$ cat src/rtl/clk_wiz.sv
// -----------------------------------------------------------------------------
// clk_wiz -- clock/strobe generator driven by a single 100 MHz system clock.
//
// Every output comes straight from a flip-flop clocked on clk_in, so the
// derived "clocks" are glitch-free, fixed-ratio divisions of clk_in.
//
// Parameters:
//   DIV60_TERM  - terminal count of the frame half-period counter (~60 Hz)
//   MIC_TERM    - terminal count of the microphone half-period counter
//   LOCK_CYCLES - clk_in edges after reset release before locked asserts
//
// Ports:
//   clk_in  - system clock, all logic on its rising edge
//   reset   - asynchronous, active-high reset
//   clk_25  - clk_in/4 pixel clock, 50% duty
//   clk_60  - frame clock, period 2*(DIV60_TERM+1) clk_in cycles
//   tick_60 - one-cycle pulse in the cycle clk_60 goes 0->1
//   mic_clk - PDM microphone clock, period 2*(MIC_TERM+1) clk_in cycles
//   locked  - status flag, high LOCK_CYCLES edges after reset release
//
// Configuration macro:
//   CLK_WIZ_MIC_CLK_EN - when defined the microphone divider is built;
//                        otherwise mic_clk is tied low.
// -----------------------------------------------------------------------------
module clk_wiz #(
   parameter int unsigned DIV60_TERM  = 833334,
   parameter int unsigned MIC_TERM    = 17,
   parameter int unsigned LOCK_CYCLES = 16
) (
   input  logic clk_in,
   input  logic reset,
   output logic clk_25,
   output logic clk_60,
   output logic tick_60,
   output logic mic_clk,
   output logic locked
);

   // Half-period counters are 20 bits; larger terminal counts are not legal.
   localparam logic [19:0] DIV60_TERM_C = 20'(DIV60_TERM);
   localparam int unsigned LOCK_W       = (LOCK_CYCLES < 1) ? 1 : $clog2(LOCK_CYCLES + 1);
   localparam logic [LOCK_W-1:0] LOCK_TERM_C = LOCK_W'(LOCK_CYCLES);
   localparam logic [LOCK_W-1:0] LOCK_ONE_C  = LOCK_W'(1);

   logic [1:0]        div4_q,      div4_d;
   logic [19:0]       frame_cnt_q, frame_cnt_d;
   logic              clk_60_q,    clk_60_d;
   logic              tick_60_q,   tick_60_d;
   logic [LOCK_W-1:0] lock_cnt_q,  lock_cnt_d;
   logic              locked_q,    locked_d;

   // NOTE: every next-state signal is assigned a default at the top of the
   // always_comb so no path leaves it unassigned and no latch is inferred.
   always_comb begin
      div4_d      = div4_q + 2'd1;
      frame_cnt_d = frame_cnt_q + 20'd1;
      clk_60_d    = clk_60_q;
      lock_cnt_d  = lock_cnt_q;

      // ">=" rather than "==" so a counter beyond its terminal still wraps.
      if (frame_cnt_q >= DIV60_TERM_C) begin
         frame_cnt_d = '0;
         clk_60_d    = ~clk_60_q;
      end

      // Registered strobe lands in the same cycle clk_60_q becomes 1.
      tick_60_d = (frame_cnt_q >= DIV60_TERM_C) && !clk_60_q;

      if (lock_cnt_q < LOCK_TERM_C) begin
         lock_cnt_d = lock_cnt_q + LOCK_ONE_C;
      end
      // Computed from the next count so locked rises on edge LOCK_CYCLES.
      locked_d = (lock_cnt_d == LOCK_TERM_C);
   end

   // Counters preload their terminal during reset so the first edge after
   // release toggles the divided clocks high.
   // NOTE: sequential state uses non-blocking assignments so every flop
   // samples the pre-edge values, independent of statement order.
   always_ff @(posedge clk_in or posedge reset) begin
      if (reset) begin
         div4_q      <= 2'd0;
         frame_cnt_q <= DIV60_TERM_C;
         clk_60_q    <= 1'b0;
         tick_60_q   <= 1'b0;
         lock_cnt_q  <= '0;
         locked_q    <= 1'b0;
      end else begin
         div4_q      <= div4_d;
         frame_cnt_q <= frame_cnt_d;
         clk_60_q    <= clk_60_d;
         tick_60_q   <= tick_60_d;
         lock_cnt_q  <= lock_cnt_d;
         locked_q    <= locked_d;
      end
   end

   assign clk_25  = div4_q[1];
   assign clk_60  = clk_60_q;
   assign tick_60 = tick_60_q;
   assign locked  = locked_q;

`ifdef CLK_WIZ_MIC_CLK_EN
   localparam logic [19:0] MIC_TERM_C = 20'(MIC_TERM);

   logic [19:0] mic_cnt_q, mic_cnt_d;
   logic        mic_clk_q, mic_clk_d;

   always_comb begin
      mic_cnt_d = mic_cnt_q + 20'd1;
      mic_clk_d = mic_clk_q;
      if (mic_cnt_q >= MIC_TERM_C) begin
         mic_cnt_d = '0;
         mic_clk_d = ~mic_clk_q;
      end
   end

   always_ff @(posedge clk_in or posedge reset) begin
      if (reset) begin
         mic_cnt_q <= MIC_TERM_C;
         mic_clk_q <= 1'b0;
      end else begin
         mic_cnt_q <= mic_cnt_d;
         mic_clk_q <= mic_clk_d;
      end
   end

   assign mic_clk = mic_clk_q;
`else
   assign mic_clk = 1'b0;
`endif

endmodule

$ cat config.mk
export PLATFORM = sky130hd
export DESIGN_NAME = clk_wiz
export DESIGN_NICKNAME = d
export VERILOG_FILES = /design/src/rtl/clk_wiz.sv
export SDC_FILE = /design/constraint.sdc
export NUM_CORES = 1
export LEC_CHECK = 0
export BUFFER_PORTS_ARGS = -buffer_cell sky130_fd_sc_hd__buf_2
export CAP_MARGIN = 20
export CORE_ASPECT_RATIO = 2
export CORE_UTILIZATION = 23
export DETAILED_ROUTE_END_ITERATION = 6
export GPL_ROUTABILITY_DRIVEN = 0
export SYNTH_ARGS = -nofsm -noshare
export SYNTH_HDL_FRONTEND = slang
export SYNTH_SLANG_ARGS = --single-unit
export TNS_END_PERCENT = 50
$ cat constraint.sdc
create_clock -name clk_in -period 4.2 [get_ports clk_in]
set_clock_uncertainty 0.15 [all_clocks]
set_input_delay 0.42 -clock clk_in [delete_from_list [all_inputs] [get_ports clk_in]]
set_output_delay 0.42 -clock clk_in [all_outputs]
set_load 0.01 [all_outputs]
==> results of run 1 <==
-- layer usage --
metal / share of wire (%) / vias up / GRT usage (%)
li1: - / 536 / -
met4: 2.9 / 0 / 6.825
met3: 2.8 / 7 / 2.215
met2: 58 / 17 / 19.55
met1: 36 / 539 / 9.811
met5: 0 / - / 0
-- power groups by stage --
| stage | clock network [mW] | registers, mW | logic [mW] |
|---|---|---|---|
| 2_1_floorplan | 0 | 0.294 | 0.00525 |
| 3_3_place_gp | 0 | 0.294 | 0.00748 |
| 3_5_place_dp | 0 | 0.294 | 0.00770 |
| 4_1_cts | 0.363 | 0.290 | 0.00771 |
| 5_1_grt | 0.376 | 0.290 | 0.00857 |
| 6_report | 0.356 | 0.290 | 0.00722 |
-- worst max-delay path, cell delays in order, from the launching register on --
cell      delay [ns]
dfstp_2         0.57
ha_1            0.22
nand3_2         0.18
or4_4           0.59
or3_1           0.32
a211oi_1        0.30
-- cell type report --
class                   count  area, um2  share of cell area (%)
flip-flops and latches     30      765.7                   43.07
multi-input cells         100      683.2                   38.42
clock buffers               7      142.6                   8.023
well taps                  86      107.6                   6.052
repair buffers              8      47.55                   2.674
inverters                   7      26.28                   1.478
clock inverters             1      5.005                  0.2815
-- kinds of logic after synthesis --
| logic type | after synthesis | synth area share [%] |
|---|---|---|
| AND/OR/NAND/NOR | 59 | 23.32 |
| flip-flops | 30 | 50.96 |
| AO/OA/AOI/OAI | 19 | 8.744 |
| XOR/XNOR | 17 | 9.908 |
| buffers and inverters | 13 | 3.580 |
| adder cells (fa/ha/maj) | 3 | 2.498 |
| other | 1 | 0.2496 |
| multiplexers | 1 | 0.7493 |
-- path summary, 6_finish.rpt --
kind	start	end	slack [ns]	depth (start not counted)
setup / recovery	frame_cnt_q[1]	frame_cnt_q[18]	1.76	5
hold reg to reg	div4_q[0]	div4_q[0]	0.28	1
max in group asynchronous	reset	frame_cnt_q[9]	3.50	3
min in group clk_in	div4_q[0]	div4_q[0]	0.28	1
hold / removal	reset	div4_q[0]	0.06	3
setup reg to reg	frame_cnt_q[1]	frame_cnt_q[18]	1.76	5
-- registers in the layout, summed over array words and instances (netlist names) --
signal / flops
clk_60: 1
div4_q: 2
frame_cnt_q: 20
lock_cnt_q: 5
locked: 1
tick_60: 1
-- placed cells by master (no fill, tap or decap), drive strengths merged, types with 2 or more instances in the layout --
master / n
nand4: 7
o2111ai: 2
buf: 8
ha: 3
a21oi: 3
inv: 7
and4: 2
or3: 3
nand3: 6
nand2: 6
xor2: 5
dfstp: 12
xnor2: 12
dfrtp: 18
o21ai: 4
a211oi: 4
nor2: 4
clkbuf: 7
nor4: 3
nor3: 20
or4: 2
-- stage by stage --
stage	utilization, %	instance area [um2]	hold WS (ns)	power, mW	instances
final	28.18	1778	0.06062	0.6529	239
after global routing	28.18	1778	0.1194	0.6745	239
after CTS	28.18	1778	0.07766	0.6604	239
after detailed placement	25.84	1630	0.2805	0.3021	231
after global placement	25.84	1630	0.2756	0.3019	231
after floorplan	-	1503	0.2634	0.2997	143
==> qor.csv, run 1 <==
stage;metric;value;unit
finish;final_nets;157;
pwr;clock_power_share;54.5;%
pwr;p_int;0.5254;mW
sta;hold_viol;0;
synth;ys_warn_count;0;
clocking;clk_transition_reported_paths;0.05;ns
route;wl_per_cell;13.09;um
sta;slew_violations;0;
synth;synth_seq_cells;30;
synth;syn_area;1503;um2
global_routing;grt_max_degree;31;
synth;synth_top_area_share;29.98;%
die;start_util;23.82;%
pwr;p_sw_share;19.53;%
synth;synth_fp_nets;148;
die;rows;41;
synth;ys_seq_area_share;50.96;%
pwr;ir_drop;0.0003742;V
synth;yosysTopAreaCell;dfrtp_1;
pwr;combPwrFrac;1.1;%
sta;period_minus_slack;2.443;ns
sta;relSlewSlack;46.88;%
setup_path;crit_path_start_kind;flop;
pwr;powerDensity;367.2;nW/um2
synth;syn_inst;143;
clocking;hold_buffers;0;
route;drtPass1Iterations;4;
global_routing;overflow;0;
synth;synth_edf_count;0;
sta;fin_crit_sh;58.16;%
synth;syn_area_per_cell;10.51;um2
clocking;clock_path_buffers;2;
setup_path;criticalPathCategory;reg2reg;
global_routing;grt_first_pass_wirelength;5209;um
route;num_vias;1099;
setup_path;crit_arrival;2.46;ns
synth;synthFlopType;dfrtp_1;
pwr;p_leak;0.6740;nW
finish;fill_cells;649;
place;port-buffer-count;5;
sta;grt_setup_unrepaired;false;
route;drt_iter0_drc;31;
clocking;cts_root_buf;clkbuf_16;
min_path;hp-class;in2async;
die;num_io_pins;7;
finish;diodes;0;
setup_path;worst-path-max-fanout;6;
synth;synthMostInstantiatedCell;nor3_1;
global_routing;first_global_vias;1129;
sta;max_freq;0.4094;GHz
status;outcome;finished, final reports clean;
setup_path;cp-end-kind;flop;
die;core-area;6310;um2
sta;worst_slew_pin_slew;0.7967;ns
clocking;clkLatencyLatePin;0.27;ns
route;wl;3128;um
route;drcViolationCount;0;
finish;drive_gt1_share;22.88;%
clocking;numCtsBuffers;5;
setup_path;required;4.22;ns
pwr;switchingPower;0.1275;mW
finish;synthToLayoutAreaGrowth;18.32;%
die;dieArea;6880;um2
synth;synth-async-reset-ratio;100.0;%
sta;setup_violations;0;
clocking;postCtsSetupBuffers;0;
sta;setup_tns;0;ns
place;pre_cts_ws;1.802;ns
clocking;htreeDepth;2;
route;ant_nets;0;
flow_run;cap_violations;0;
synth;synth_commonest_cells;nor3_1, dfrtp_1, dfstp_2, xnor2_1, inv_1;
sta;setup_slack;1.757;ns
clocking;clock-sinks;30;
clocking;cts_tree;done;
pwr;p_seq_share;44.4;%
route;drt-vias-per-instance;4.598;
global_routing;antenna_found_initial;0;
global_routing;grt_usage;10.46;%
synth;synth_area_leaders;dfrtp_1, dfstp_2, xnor2_1;
die;dieWidth;59.16;um
synth;synth_cell_type_count;38;
die;die_y;116.3;um
clocking;ctsResizeCount;0;
place;dp_hpwl;2261;um
No activity file was read; power rests on OpenSTA's default activity.
==> run 2: changes to the inputs <==
clock period = 2.3 ns   (was 4.2 ns; I/O delays follow)
==> run 2 against run 1 <==
Register-to-register slack lost 1.7 ns. First-iteration DRC count shrank 13%. Die area is the same. Setup slack lost 1.7 ns. Non-clock buffer count grew 4. Cell count grew 1.7%. Highest routed layer unchanged.
==> qor.csv, run 2 (synthesis results as in run 1) <==
stage;metric;value;unit;change
global_routing;grtUsageMet3;2.990;%;was 2.215%
pwr;p_leak;0.6926;nW;was 0.6740 nW
place;dp_hpwl;2135;um;was 2261 um
finish;largest_reg_flops;20;;unchanged
finish;fill_cells;662;;was 649
route;drcViolationCount;0;;unchanged
finish;drive_gt1_share;25.48;%;was 22.88%
setup_path;cp-end-kind;flop;;unchanged
die;dieWidth;59.16;um;unchanged
finish;postLayoutCoreUtil;29.09;%;was 28.18%
global_routing;overflow;0;;unchanged
flow_run;cap_violations;0;;unchanged
global_routing;grt_first_pass_wirelength;5112;um;was 5209 um
sta;setup_slack;0.09367;ns;was 1.757 ns
clocking;clock-sinks;30;;unchanged
sta;grt_setup_unrepaired;false;;unchanged
finish;final_nets;161;;was 157
die;rows;41;;unchanged
finish;layout_commonest_cell;nor3_1;;unchanged
finish;multi_input_area;689.4;um2;was 683.2 um2
route;ant_nets;0;;unchanged
finish;final_cell_mix;nor3_1, dfrtp_1, xnor2_1, dfstp_2, inv_1;;unchanged
route;wl;3105;um;was 3128 um
die;start_util;23.82;%;unchanged
setup_path;required;2.33;ns;was 4.22 ns
sta;setup_tns;0;ns;unchanged
clocking;clkLatencyLatePin;0.28;ns;was 0.27 ns
route;drt-vias-per-instance;4.514;;was 4.598
place;port-buffer-count;5;;unchanged
clocking;cts_tree;done;;unchanged
setup_path;cp_slowest_cell;dfstp_2;;was or4_4
global_routing;antenna_found_initial;0;;unchanged
finish;regArea;765.7;um2;unchanged
route;drt_iter0_drc;27;;was 31
pwr;ir_drop;0.0003198;V;was 0.0003742 V
setup_path;cp_top_family;simple AND/OR/NAND/NOR gates;;unchanged
die;die_y;116.3;um;unchanged
die;core-area;6310;um2;unchanged
setup_path;criticalPathCategory;reg2reg;;unchanged
status;outcome;finished, final reports clean;;unchanged
clocking;clk_transition_reported_paths;0.05;ns;about the same
clocking;cts_root_buf;clkbuf_16;;unchanged
min_path;hp-class;reg2reg;;was in2async
sta;hold_viol;0;;unchanged
pwr;powerDensity;699.5;nW/um2;was 367.2 nW/um2
global_routing;grtUsageMet2;19.09;%;was 19.55%
sta;slew_violations;0;;unchanged
sta;setup_violations;0;;unchanged
finish;regMostFlops;frame_cnt_q;;unchanged
die;num_io_pins;7;;unchanged
finish;top_regs;frame_cnt_q: 20 flops, lock_cnt_q: 5 flops, div4_q: 2 flops;;unchanged
route;wl_per_cell;12.78;um;was 13.09 um
sta;fin_crit_sh;95.93;%;was 58.16%
setup_path;worst-path-max-fanout;6;;unchanged
die;dieArea;6880;um2;unchanged
sta;period_minus_slack;2.206;ns;was 2.443 ns
setup_path;worst-path-buf-inv;0;;unchanged
global_routing;grt_usage;10.35;%;was 10.46%
route;drtPass1Iterations;4;;unchanged
global_routing;grt-busiest-layer;met2;;unchanged
setup_path;max_stage_delay;0.57;ns;was 0.59 ns
clocking;numCtsBuffers;5;;unchanged
setup_path;crit_path_start_kind;flop;;unchanged
clocking;htreeDepth;2;;unchanged
global_routing;first_global_vias;1097;;was 1129
finish;diodes;0;;unchanged
setup_path;crit_arrival;2.24;ns;was 2.46 ns
setup_path;crit_chain;ha_2 -> nand3_2 -> or4_4 -> or3_1 -> a211oi_1;;was ha_1 -> nand3_2 -> or4_4 -> or3_1 -> a211oi_1
clocking;clock_path_buffers;2;;unchanged
global_routing;grt_max_degree;31;;unchanged
finish;synthToLayoutAreaGrowth;22.15;%;was 18.32%
global_routing;grt_use_met1;9.680;%;was 9.811%
place;pre_cts_ws;0.09676;ns;was 1.802 ns
sta;max_freq;0.4532;GHz;was 0.4094 GHz
route;num_vias;1097;;was 1099
[run 2: layout make-up]
class                      instances  share of cell area (%)
timing repair buffer              12                   4.363
tap                               86                   5.862
inverter                           7                   1.431
sequential                        30                   41.72
multi-input combinational        100                   37.56
clock buffer                       6                   7.021
clock inverter                     2                   2.045
[run 2: worst paths after layout]
path                                 from               to  slack (ns)  depth (start not counted)
min in group asynchronous           reset        div4_q[1]        0.42                          4
max                        frame_cnt_q[1]  frame_cnt_q[16]        0.09                          5
min                             div4_q[0]        div4_q[0]        0.28                          1
min reg2reg                     div4_q[0]        div4_q[0]        0.28                          1
max in group asynchronous           reset  frame_cnt_q[18]        1.25                          4
max reg2reg                frame_cnt_q[1]  frame_cnt_q[16]        0.09                          5
[run 2: where the power goes]
| group | switching (mW) | internal (mW) | total [mW] |
|---|---|---|---|
| sequential | 0 | 0.530 | 0.530 |
| combinational | 0.0114 | 0.00295 | 0.0144 |
| clock | 0.230 | 0.510 | 0.740 |
[run 2: layer usage]
layer	vias up	share of wire, %
met5	-	0
met1	535	37
met2	17	58
li1	538	-
met4	0	2.7
met3	7	2.8
[run 2: through the flow]
step / instances / power (mW) / hold WS, ns / cell area (um2)
floorplan: 143 / 0.5473 / 0.1619 / 1503
global placement: 234 / 0.5512 / 0.1690 / 1653
detailed placement: 234 / 0.5514 / 0.1742 / 1653
CTS: 243 / 1.298 / 0.2884 / 1829
global route: 243 / 1.322 / 0.2996 / 1836
finish: 243 / 1.284 / 0.2831 / 1836
[run 2: what timing repair did]
action,in CTS,in global routing
hold buffers,1,0
setup endpoints to repair,0,5
buffers inserted,0,0
gates resized for setup,0,2
endpoints found under the hold margin,18,0
==> run 3: changes to the inputs <==
PLACE_DENSITY = 0.34   (was unset)
==> run 3 against run 2 <==
Non-clock buffer count increased by 3. Utilization decreased by 0.16 points. Design area is 0.55% lower. Combinational power about the same. Cell count increased by 0.82%. Register-to-register slack hardly changed. Largest cell class unchanged.
==> qor.csv, run 3 (synthesis results as in run 1) <==
stage;metric;value;unit;change
min_path;hp-class;reg2reg;;unchanged
die;core-area;6310;um2;unchanged
sta;hold_viol;0;;unchanged
clocking;clkLatencyLatePin;0.27;ns;was 0.28 ns
clocking;htreeDepth;2;;unchanged
route;wl;3529;um;was 3105 um
finish;fin_area;1826;um2;was 1836 um2
setup_path;critPathLaunch;frame_cnt_q[1];;unchanged
route;drt_iter0_drc;27;;unchanged
sta;setup_violations;0;;unchanged
sta;relSlewSlack;66.84;%;
clocking;cts_tree;done;;unchanged
sta;fin_crit_sh;96.34;%;was 95.93%
clocking;clock-sinks;30;;unchanged
setup_path;criticalPathCategory;reg2reg;;unchanged
finish;layout_commonest_cell;nor3_1;;unchanged
finish;drive_gt1_share;25.79;%;was 25.48%
place;port-buffer-count;5;;unchanged
pwr;ir_drop;0.0003019;V;was 0.0003198 V
finish;top_regs;frame_cnt_q: 20 flops, lock_cnt_q: 5 flops, div4_q: 2 flops;;unchanged
die;dieWidth;59.16;um;unchanged
global_routing;grt_max_degree;31;;unchanged
route;wl_per_cell;14.40;um;was 12.78 um
finish;stdcell_count;245;;was 243
sta;period_minus_slack;2.216;ns;was 2.206 ns
die;start_util;23.82;%;unchanged
global_routing;overflow;0;;unchanged
flow_run;cap_violations;0;;unchanged
global_routing;antenna_found_initial;0;;unchanged
clocking;clock_path_buffers;2;;unchanged
sta;worst_slew_pin_slew;0.4929;ns;
die;dieArea;6880;um2;unchanged
route;drt-vias-per-instance;4.580;;was 4.514
status;outcome;finished, final reports clean;;unchanged
setup_path;required;2.34;ns;was 2.33 ns
setup_path;rrSetupSlack;0.08;ns;was 0.09 ns
setup_path;rr_startpoint;frame_cnt_q[1];;unchanged
setup_path;cp-end-kind;flop;;unchanged
sta;max_freq;0.4513;GHz;was 0.4532 GHz
finish;final_nets;164;;was 161
place;dpl-instance-area;1675;um2;was 1653 um2
finish;largest_reg_flops;20;;unchanged
die;rows;41;;unchanged
clocking;cts_root_buf;clkbuf_16;;unchanged
place;dp_hpwl;2651;um;was 2135 um
place;dp_cells;237;;was 234
sta;slew_violations;0;;unchanged
die;num_io_pins;7;;unchanged
sta;setup_tns;0;ns;unchanged
global_routing;grt_usage;12.27;%;was 10.35%
die;die_y;116.3;um;unchanged
global_routing;grt_first_pass_wirelength;6009;um;was 5112 um
finish;final_cell_mix;nor3_1, dfrtp_1, xnor2_1, dfstp_2, buf_4;;was nor3_1, dfrtp_1, xnor2_1, dfstp_2, inv_1
min_path;worstHoldStart;div4_q[0];;unchanged
finish;synthToLayoutAreaGrowth;21.48;%;was 22.15%
setup_path;crit_path_start_kind;flop;;unchanged
finish;diodes;0;;unchanged
route;ant_nets;0;;unchanged
finish;regMostFlops;frame_cnt_q;;unchanged
route;drtPass1Iterations;3;;was 4
setup_path;crit_arrival;2.26;ns;was 2.24 ns
route;num_vias;1122;;was 1097
pwr;powerDensity;630.6;nW/um2;was 699.5 nW/um2
clocking;clk_transition_reported_paths;0.05;ns;about the same
clocking;numCtsBuffers;5;;unchanged
global_routing;first_global_vias;1206;;was 1097
sta;grt_setup_unrepaired;false;;unchanged
route;drcViolationCount;0;;unchanged
sta;holdWs;0.2832;ns;was 0.2831 ns
pwr;p_total;1.151;mW;was 1.284 mW
setup_path;worst-path-max-fanout;6;;unchanged
pwr;p_leak;0.6968;nW;was 0.6926 nW
==> run 3: cell types whose count changed in the layout (fill, tap and decap cells not counted), sizes merged <==
cell | before | now
clkbuf | 6 | 7
buf | 11 | 14
clkinvlp | 1 | 0
bufinv | 1 | 0
==> run 3: worst paths after layout <==
kind                              endpoint  cells past startpoint
min                              div4_q[0]                      1
max                        frame_cnt_q[18]                      5
max reg2reg                frame_cnt_q[18]                      5
min reg2reg                      div4_q[0]                      1
min in group asynchronous        div4_q[0]                      4
max in group asynchronous   frame_cnt_q[2]                      4
==> run 3: power breakdown <==
| group | internal, mW | switching [mW] |
|---|---|---|
| combinational | 0.00295 | 0.0114 |
| clock | 0.394 | 0.213 |
| sequential | 0.530 | 0 |
| total | 0.927 | 0.224 |
==> run 3: worst max-delay path: stages (launching register included) <==
cell	delay [ns]
dfstp_2	0.56
ha_2	0.21
nand3_2	0.08
or4_4	0.55
or3_1	0.34
a211oi_2	0.24
==> run 3: area by class of cell <==
class                   count  area [um2]
clock buffers               7       132.6
fillers                   653        4484
inverters                   7       26.28
multi-input cells         100       690.7
flip-flops and latches     30       765.7
well taps                  86       107.6
repair buffers             15       102.6
==> run 3: metrics by stage <==
step	utilization (%)	setup WS, ns
final	28.93	0.08410
after global routing	28.93	0.003887
after CTS	28.81	0.05728
after detailed placement	26.55	0.07160
after global placement	26.55	0.1153
after floorplan	-	0.1173
==> run 3: repair_timing <==
action	4_1_cts	5_1_grt
setup buffers	0	0
resized for setup	0	2
hold buffers	1	0
setup endpoints to repair	0	2
hold endpoints to repair	18	0
==> run 3: metal layers <==
layer / vias up / GRT usage, % / share of wire [%]
met5: - / 0 / 0
met4: 0 / 7.302 / 3.9
met3: 13 / 2.326 / 2.0
met2: 16 / 23.41 / 59
met1: 550 / 11.53 / 36
li1: 543 / - / -
